==> src/rtl/pill_schedule_tracker_pkg.sv <==
// Shared types and constants for the pill schedule tracker.
// Latency: n/a (declarations only).
// Backpressure: n/a.
package pill_schedule_tracker_pkg;

  typedef enum logic [1:0] {
    IDLE  = 2'd0,
    COUNT = 2'd1,
    DUE   = 2'd2
  } chan_state_t;

  // Largest value that still prints as a single ASCII digit on the LCD.
  localparam logic [3:0] DIGIT_MAX = 4'd9;

  // romContent field positions (LSB of each nibble).
  localparam int PATIENT_LSB = 24;
  localparam int ID1_LSB     = 20;
  localparam int DUR1_LSB    = 16;
  localparam int ID2_LSB     = 12;
  localparam int DUR2_LSB    = 8;
  localparam int ID3_LSB     = 4;
  localparam int DUR3_LSB    = 0;

  // Durations above one digit are shown and counted as 9.
  function automatic logic [3:0] clamp_digit(input logic [3:0] n);
    return (n > DIGIT_MAX) ? DIGIT_MAX : n;
  endfunction

endpackage

==> src/rtl/pill_schedule_tracker_channel.sv <==
// One pill countdown: IDLE/COUNT/DUE FSM with remaining, grace and miss registers.
// Latency: every output is a register; changes appear the cycle after the causing edge.
// Backpressure: none; unit_tick, taken and start are single-cycle pulses, start wins.
// Optional PILL_EARLY_ACCEPT_EN: a dose taken while counting restarts the interval.
module pill_channel
  import pill_schedule_tracker_pkg::*;
#(
  parameter int GRACE_UNITS = 3,
  parameter int MAX_MISSES  = 9
) (
  input  logic       clk,
  input  logic       rst_n,
  input  logic       start,
  input  logic [3:0] duration,
  input  logic       unit_tick,
  input  logic       taken,
  output logic [3:0] remaining,
  output logic       alarm,
  output logic [3:0] miss_count,
  output logic       miss_pulse
);

  chan_state_t state, state_nxt;
  logic [3:0]  dur_q, dur_nxt;
  logic [3:0]  rem_nxt;
  logic [3:0]  grace, grace_nxt;
  logic [3:0]  miss_nxt;
  logic        alarm_nxt;
  logic        pulse_nxt;
  logic        early_take;

`ifdef PILL_EARLY_ACCEPT_EN
  assign early_take = taken;
`else
  assign early_take = 1'b0;
`endif

  // State and datapath registers.
  always_ff @(posedge clk or negedge rst_n) begin
    if (!rst_n) begin
      state      <= IDLE;
      dur_q      <= 4'd0;
      remaining  <= 4'd0;
      grace      <= 4'd0;
      miss_count <= 4'd0;
      alarm      <= 1'b0;
      miss_pulse <= 1'b0;
    end else begin
      state      <= state_nxt;
      dur_q      <= dur_nxt;
      remaining  <= rem_nxt;
      grace      <= grace_nxt;
      miss_count <= miss_nxt;
      alarm      <= alarm_nxt;
      miss_pulse <= pulse_nxt;
    end
  end

  // Next-state logic: start first, then taken over tick inside each state.
  always_comb begin
    state_nxt = state;
    dur_nxt   = dur_q;
    rem_nxt   = remaining;
    grace_nxt = grace;
    miss_nxt  = miss_count;
    alarm_nxt = alarm;
    pulse_nxt = 1'b0;
    if (start) begin
      dur_nxt   = duration;
      rem_nxt   = duration;
      grace_nxt = 4'd0;
      miss_nxt  = 4'd0;
      alarm_nxt = 1'b0;
      state_nxt = (duration == 4'd0) ? IDLE : COUNT;
    end else begin
      case (state)
        IDLE: begin
          rem_nxt = 4'd0;
        end
        COUNT: begin
          if (early_take) begin
            rem_nxt = dur_q;
          end else if (unit_tick) begin
            rem_nxt = remaining - 4'd1;
            if (remaining == 4'd1) begin
              state_nxt = DUE;
              alarm_nxt = 1'b1;
              grace_nxt = 4'(GRACE_UNITS);
            end
          end
        end
        DUE: begin
          if (taken) begin
            alarm_nxt = 1'b0;
            rem_nxt   = dur_q;
            state_nxt = COUNT;
          end else if (unit_tick) begin
            grace_nxt = grace - 4'd1;
            if (grace == 4'd1) begin
              miss_nxt  = (miss_count < 4'(MAX_MISSES)) ? miss_count + 4'd1 : miss_count;
              pulse_nxt = 1'b1;
              alarm_nxt = 1'b0;
              rem_nxt   = dur_q;
              state_nxt = COUNT;
            end
          end
        end
        default: begin
          state_nxt = IDLE;
          rem_nxt   = 4'd0;
          alarm_nxt = 1'b0;
        end
      endcase
    end
  end

endmodule

==> src/rtl/pill_schedule_tracker.sv <==
// Three pill countdowns with alarms and miss counters feeding the LCD controller.
// Latency: outputs registered; one cycle from triggering edge to visible change.
// Backpressure: none; start/pillTaken are one-cycle pulses. Optional macro PILL_EARLY_ACCEPT_EN.
module pill_schedule_tracker
  import pill_schedule_tracker_pkg::*;
#(
  parameter int TICKS_PER_UNIT = 1000,
  parameter int GRACE_UNITS    = 3,
  parameter int MAX_MISSES     = 9
) (
  input  logic        clkOneMilliSecond,
  input  logic        resetn,
  input  logic        start,
  input  logic [27:0] romContent,
  input  logic [2:0]  pillTaken,
  output logic [11:0] pill12And3Duration,
  output logic [27:0] missWord,
  output logic [2:0]  alarm,
  output logic [2:0]  missPulse,
  output logic        running
);

  localparam int CW = (TICKS_PER_UNIT > 1) ? $clog2(TICKS_PER_UNIT) : 1;
  localparam logic [CW-1:0] TICK_LAST = CW'(TICKS_PER_UNIT - 1);

  logic [CW-1:0] presc;
  logic          unit_tick;
  logic [3:0]    dur   [3];
  logic [3:0]    rem   [3];
  logic [3:0]    miss  [3];
  logic          unused_rom_fields;

  // Patient and pill ID nibbles belong to the LCD path, not to scheduling.
  assign unused_rom_fields = ^{romContent[PATIENT_LSB +: 4], romContent[ID1_LSB +: 4],
                               romContent[ID2_LSB +: 4], romContent[ID3_LSB +: 4]};

  assign dur[0] = clamp_digit(romContent[DUR1_LSB +: 4]);
  assign dur[1] = clamp_digit(romContent[DUR2_LSB +: 4]);
  assign dur[2] = clamp_digit(romContent[DUR3_LSB +: 4]);

  // A start cycle never produces a tick; the prescaler restarts from 0.
  assign unit_tick = running && !start && (presc == TICK_LAST);

  // Prescaler and running flag.
  always_ff @(posedge clkOneMilliSecond or negedge resetn) begin
    if (!resetn) begin
      presc   <= '0;
      running <= 1'b0;
    end else if (start) begin
      presc   <= '0;
      running <= 1'b1;
    end else if (running) begin
      presc   <= (presc == TICK_LAST) ? '0 : presc + CW'(1);
    end
  end

  for (genvar i = 0; i < 3; i++) begin : g_chan
    pill_channel #(
      .GRACE_UNITS (GRACE_UNITS),
      .MAX_MISSES  (MAX_MISSES)
    ) u_chan (
      .clk        (clkOneMilliSecond),
      .rst_n      (resetn),
      .start      (start),
      .duration   (dur[i]),
      .unit_tick  (unit_tick),
      .taken      (pillTaken[i]),
      .remaining  (rem[i]),
      .alarm      (alarm[i]),
      .miss_count (miss[i]),
      .miss_pulse (missPulse[i])
    );
  end

  assign pill12And3Duration = {rem[0], rem[1], rem[2]};
  assign missWord = {8'h00, miss[0], 4'h0, miss[1], 4'h0, miss[2]};

endmodule
==> config.mk <==
export PLATFORM = sky130hd
export DESIGN_NAME = pill_schedule_tracker
export DESIGN_NICKNAME = d
export VERILOG_FILES = /design/src/rtl/pill_schedule_tracker_pkg.sv /design/src/rtl/pill_schedule_tracker_channel.sv /design/src/rtl/pill_schedule_tracker.sv
export SDC_FILE = /design/constraint.sdc
export NUM_CORES = 1
export LEC_CHECK = 0
export CAP_MARGIN = 10
export CORE_MARGIN = 2
export CORE_UTILIZATION = 53
export DETAILED_ROUTE_END_ITERATION = 8
export PLACE_DENSITY = 0.85
export SYNTH_ARGS = -nofsm -noshare
export SYNTH_HDL_FRONTEND = slang
export SYNTH_HIERARCHICAL = 1
export SYNTH_SLANG_ARGS = --single-unit
==> constraint.sdc <==
create_clock -name clkOneMilliSecond -period 3.4 [get_ports clkOneMilliSecond]
set_input_delay 0.68 -clock clkOneMilliSecond [delete_from_list [all_inputs] [get_ports clkOneMilliSecond]]
set_output_delay 0.68 -clock clkOneMilliSecond [all_outputs]
set_load 0.01 [all_outputs]
# Word-level counts from Yosys, hierarchy flattened
# Cells that the tools add are included.
dict set report op_classes {
  mux 120
  n_lt_le_gt_ge 6
  n_eq_ne 37
  reduce_logical 35
  add_sub_neg 10
}
# cell count
set ops {}
lappend ops {{2-to-1 mux 4 bit} 51}
lappend ops {{case mux 4 bit (2 select lines)} 6}
lappend ops {{AND reduction 5 bit} 9}
lappend ops {{2-to-1 mux 1 bit} 36}
lappend ops {{2-to-1 mux 2 bit} 18}
lappend ops {{2-to-1 mux 10 bit} 3}
lappend ops {{== test 4 x 1 -> 1 bit (second input constant)} 6}
lappend ops {{subtractor 4 x 1 -> 4 bit (second input constant)} 6}
lappend ops {{nonzero test 2 bit} 11}
lappend ops {{inequality test 3 bit (second input constant)} 7}
lappend ops {{case mux 2 bit (3 select lines)} 3}
lappend ops {{inequality test 4 x 3 -> 1 bit (second input constant)} 4}
lappend ops {{inequality test 3 x 2 -> 1 bit (second input constant)} 5}
lappend ops {{adder 4 x 1 -> 4 bit (second input constant)} 3}
lappend ops {{greater-than comparator 4 bit (second input constant)} 3}
lappend ops {{logical NOT 4 bit} 3}
lappend ops {{less-than comparator 4 bit (second input constant)} 3}
lappend ops {{inequality test 2 bit (second input constant)} 6}
lappend ops {{adder 10 x 1 -> 10 bit (second input constant)} 1}
lappend ops {{== test 10 bit (second input constant)} 1}
lappend ops {{case mux 1 bit (3 select lines)} 3}
lappend ops {{AND reduction 3 bit} 3}
lappend ops {{nonzero test 3 bit} 3}
lappend ops {{inequality test 4 bit (second input constant)} 2}
lappend ops {{5 further kinds} 12}
dict set report word_totals {
  wordCells 231
  ff_bits 71
}

# Logic depth before layout (Yosys ltp)
dict set report depth {
  depth_word 7
  ltp_mapped 8
  depth_no_buf 8
}

# Hierarchy
# The synthesis kept the hierarchy.
# mod instances cells_per_inst seq_area_each_um2 area_each_um2
set modules_own_cells {}
lappend modules_own_cells {pill_channel 3 118 500.5 1223.7}
lappend modules_own_cells {pill_schedule_tracker 1 90 275.3 787.0}

# Worst setup path before layout
# No wires, ideal clock.
dict set report synth_timing {
  path_kind {register -> register}
  startpoint {register presc[0]}
  endpoint {register g_chan[0].u_chan.alarm}
  path_buffers 0
  stages_incl_launch_ff 9
  setup_time_ps 125
  synth_period_minus_slack_ps 2374
  t_arrival_ps 2249
  path_slack_ps 1026
  cell_sequence {dfrtp_1 > ha_1 > and4_4 > nand4_1 > nor2_1 > and4bb_2 > a211oi_4 > o21ba_2 > mux2_4}
}
dict set report synth_via {
  elab_chain_len 4
  word_cells_on_any_way 5
  classes_between {eq/ne: 3; reduce/logical: 2}
}
# element line_no
set synth_lines {}
lappend synth_lines {{from (decl)} pill_schedule_tracker.sv:26} ;# logic [CW-1:0] presc;
lappend synth_lines {{from (signal assigned)} pill_schedule_tracker.sv:53} ;# presc <= (presc == TICK_LAST) ? '0 : presc + CW'(1);
lappend synth_lines {{== test 10 bit *} pill_schedule_tracker.sv:42} ;# assign unit_tick = running && !start && (presc == TICK_LAST);
lappend synth_lines {{logical AND 1 bit *} pill_schedule_tracker.sv:42}
lappend synth_lines {{via unit_tick} pill_schedule_tracker.sv:27} ;# logic unit_tick;
lappend synth_lines {{inequality test 4 x 3 -> 1 bit (no source line) or inequality test 3 x 2 -> 1 bit (tied branches)} n/a}
lappend synth_lines {{AND reduction 5 bit (no source line) *} n/a}
lappend synth_lines {{to (signal assigned)} pill_schedule_tracker_channel.sv:54} ;# alarm <= alarm_nxt;
lappend synth_lines {{to (decl)} pill_schedule_tracker_channel.sv:18} ;# output logic alarm,
# The timed path passes the listed nets; every way through them passes the cells marked *.
# A chain may end at the register's enable or synchronous reset.

# Worst setup path in the final report
# Ends and elaborated chain as after synthesis.

==> flow_metrics.env <==
export IMPL_vias=3319
export IMPL_slowest_delay_ps=660
export IMPL_fin_nets=552
export IMPL_nFillCells=638
export IMPL_synth_area_sq_mm=0.00446
export IMPL_dp_hpwl_um=6000
export IMPL_synthArstFlopShare_pct=100
export IMPL_final_area_sq_mm=0.00526
export IMPL_synth_cell_type_count=51
export IMPL_whs_ps=206
export IMPL_end_kind="flop"
export IMPL_critical_path_class="reg2reg"
export IMPL_layout_common_cells="dfrtp_1 (71), clkdlybuf4s50_1 (46), inv_1 (40), nand2b_1 (34), ha_1 (31)"
export IMPL_final_common_cell="dfrtp_1"
export IMPL_diodes=0
export IMPL_cts_repair_resized=0
export IMPL_status="complete, no violations"
export IMPL_track_usage_pct=21.0
export IMPL_cp_required_ps=3630
export IMPL_finalSetupViolations=0
export IMPL_met1_usage_pct=25.7
export IMPL_synth_seq_cells=71
export IMPL_finalHoldViolCount=0
export IMPL_maxSlewViolCount=0
export IMPL_crit_buf_inv=0
export IMPL_crit_family="simple AND/OR/NAND/NOR gates"
export IMPL_grt_max_degree=86
export IMPL_cts_setup_buffers=0
export IMPL_grt_busiest_layer="met2"
export IMPL_powerDensity_mw_per_mm2=625
export IMPL_clock_sinks=71
export IMPL_cap_viol_max_count=0
export IMPL_antenna_found_initial=0
export IMPL_path_clk_slew_ps=70
export IMPL_cp_depth=8
export IMPL_timing_setup_tns_ps=0
export IMPL_htree_num_levels=3
export IMPL_finalCritPeriodShare_pct=84.8
export IMPL_critical_path_slowest_cell="nor2_1"
export IMPL_syn_inst=444
export IMPL_slew_headroom_pct=45.6
export IMPL_ios=81
export IMPL_grt_use_met3_pct=3.68
export IMPL_arrival_ps=3110
export IMPL_peakVddDrop_v=0.000318
export IMPL_place_ws_ps=596
export IMPL_seqCellArea_sq_mm=0.00178
export IMPL_worst_slack_ps=518
export IMPL_fin_skew_ps=10.1
export IMPL_crit_path_start_kind="flop"
export IMPL_synth_warnings=6
export IMPL_cts_max_path_buffers=2
export IMPL_place_congestion=0.800
export IMPL_synth_edf_count=0
export IMPL_placed_area_sq_mm=0.00495
export IMPL_drt_antenna_violating_nets=0
export IMPL_clk_latency_ps=350
export IMPL_period_minus_slack_ps=2880
export IMPL_portBuffers=48
export IMPL_cts_tree="yes"
export IMPL_layout_area_overhead_vs_synth_pct=17.9
export IMPL_avgSynthCellArea_sq_um=10.0
export IMPL_drcViolationCount=0
export IMPL_p_leak_uw=0.00230
export IMPL_synthFlopType="dfrtp_1"
export IMPL_first_pass_iters=4
export IMPL_fp_dieH_um=95.7
export IMPL_wl_per_cell_um=14.9
export IMPL_hp_class="in2async"
export IMPL_multi_input_area_sq_mm=0.00240
export IMPL_crit_fanout=12
export IMPL_crit_chain="ha_1 -> and4_4 -> nand4_1 -> nor2_1 -> and4bb_2 -> a211oi_4 -> o21ba_2 -> mux2_4"
export IMPL_drive_above_1_share_pct=12.6
export IMPL_die_area_sq_mm=0.00916
export IMPL_overflow=0
export IMPL_vias_per_cell=5.56
export IMPL_grt_pass1_wl_um=14700
export IMPL_cts_root_buf="clkbuf_8"
export IMPL_rows=33
export IMPL_drt_iter0_drc=108
export IMPL_numCtsBuffers=9
export IMPL_rr_worst_depth=8
export IMPL_tightest_slew_ps=813
export IMPL_seq_area_frac_synth_pct=39.9
export IMPL_die_x_um=95.7
export IMPL_grt_pass1_vias=3271
export IMPL_start_util_pct=54.5
export IMPL_wirelength_um=8910
export IMPL_core_area_sq_mm=0.00818
export IMPL_rsz0062_at_grt="no"
export IMPL_max_freq_mhz=347
export IMPL_cts_hold_buf=0
export IMPL_use_met2_pct=35.4
## path summary, 6_finish.rpt
kind,startpoint,endpoint,slack (ps)
min reg2reg,g_chan[2].u_chan/alarm,g_chan[2].u_chan/alarm,520
max,presc[0],g_chan[0].u_chan/alarm,520
min,resetn,presc[9],210
max reg2reg,presc[0],g_chan[0].u_chan/alarm,520
max in group asynchronous,resetn,g_chan[0].u_chan/grace[1],2370
min in group clkOneMilliSecond,g_chan[2].u_chan/alarm,g_chan[2].u_chan/alarm,520
## logic make-up (layout without fill, tap and decap cells)
logic type      after synthesis  count (layout)  share of synthesized area (%)
xor+xnor                     12              12                           2.36
other cells                   1              16                         0.0841
compound gates               92              92                           17.0
mux                          26              26                           6.54
buf+inv                      74             107                           7.66
flops                        71              71                           39.9
simple gates                137             137                           17.9
fa+ha+maj                    31              31                           8.70
## per-stage QoR
| step | instances | power [uW] | util [%] |
|---|---|---|---|
| after global placement | 581 | 2220 | 60.5 |
| after detailed placement | 581 | 2260 | 60.5 |
| after global routing | 597 | 3500 | 64.3 |
| final | 597 | 3290 | 64.3 |
| after floorplan | 459 | 1920 | - |
| after CTS | 597 | 3310 | 64.3 |
## Yosys cell counts (4+ instances only)
master | n | area share, %
inv_1 | 40 | 3.4
o21ai_0 | 24 | 2.7
dfrtp_1 | 71 | 40
mux2_2 | 13 | 3.3
nand3_1 | 9 | 1.0
buf_4 | 16 | 2.7
o21ba_2 | 6 | 1.3
a21oi_1 | 10 | 1.1
nor2_1 | 21 | 1.8
clkbuf_1 | 15 | 1.3
a31oi_1 | 7 | 0.98
nor2b_1 | 9 | 1.3
ha_1 | 31 | 8.7
mux2i_1 | 10 | 2.2
nand2b_1 | 34 | 4.8
nor3_1 | 12 | 1.3
nand2_1 | 21 | 1.8
xor2_1 | 9 | 1.8
nand4_1 | 4 | 0.56
nor4_1 | 4 | 0.56
a22oi_1 | 9 | 1.5
## final cells by class
type                            instances  share of cell area [%]
Clock buffer                           10                    2.43
Inverter                               40                    2.86
Timing Repair Buffer                   51                    9.38
Clock inverter                          6                    3.43
Tap cell                              105                    2.50
Multi-Input combinational cell        314                    45.6
Sequential cell                        71                    33.8
## metal layers
layer | vias to the layer above | share of wire (%)
met5 | - | 0
met3 | 11 | 3.8
met1 | 1627 | 45
met4 | 0 | 1.5
met2 | 75 | 50
li1 | 1606 | -
## registers in the layout, indices dropped and copies added (netlist names)
register and cells:
g_chan.u_chan/dur_q 12, g_chan.u_chan/grace 12, g_chan.u_chan/miss_count 12, g_chan.u_chan/remaining 12, presc 10, g_chan.u_chan/state 6
g_chan.u_chan/alarm 3, g_chan.u_chan/miss_pulse 3, running 1
## where the power goes
group          internal, uW  switching (uW)  total, uW
clock                   710             315       1030
sequential              969             125       1090
combinational           568             598       1170
total                  2250            1040       3290
(Power assumes the default switching activity.)
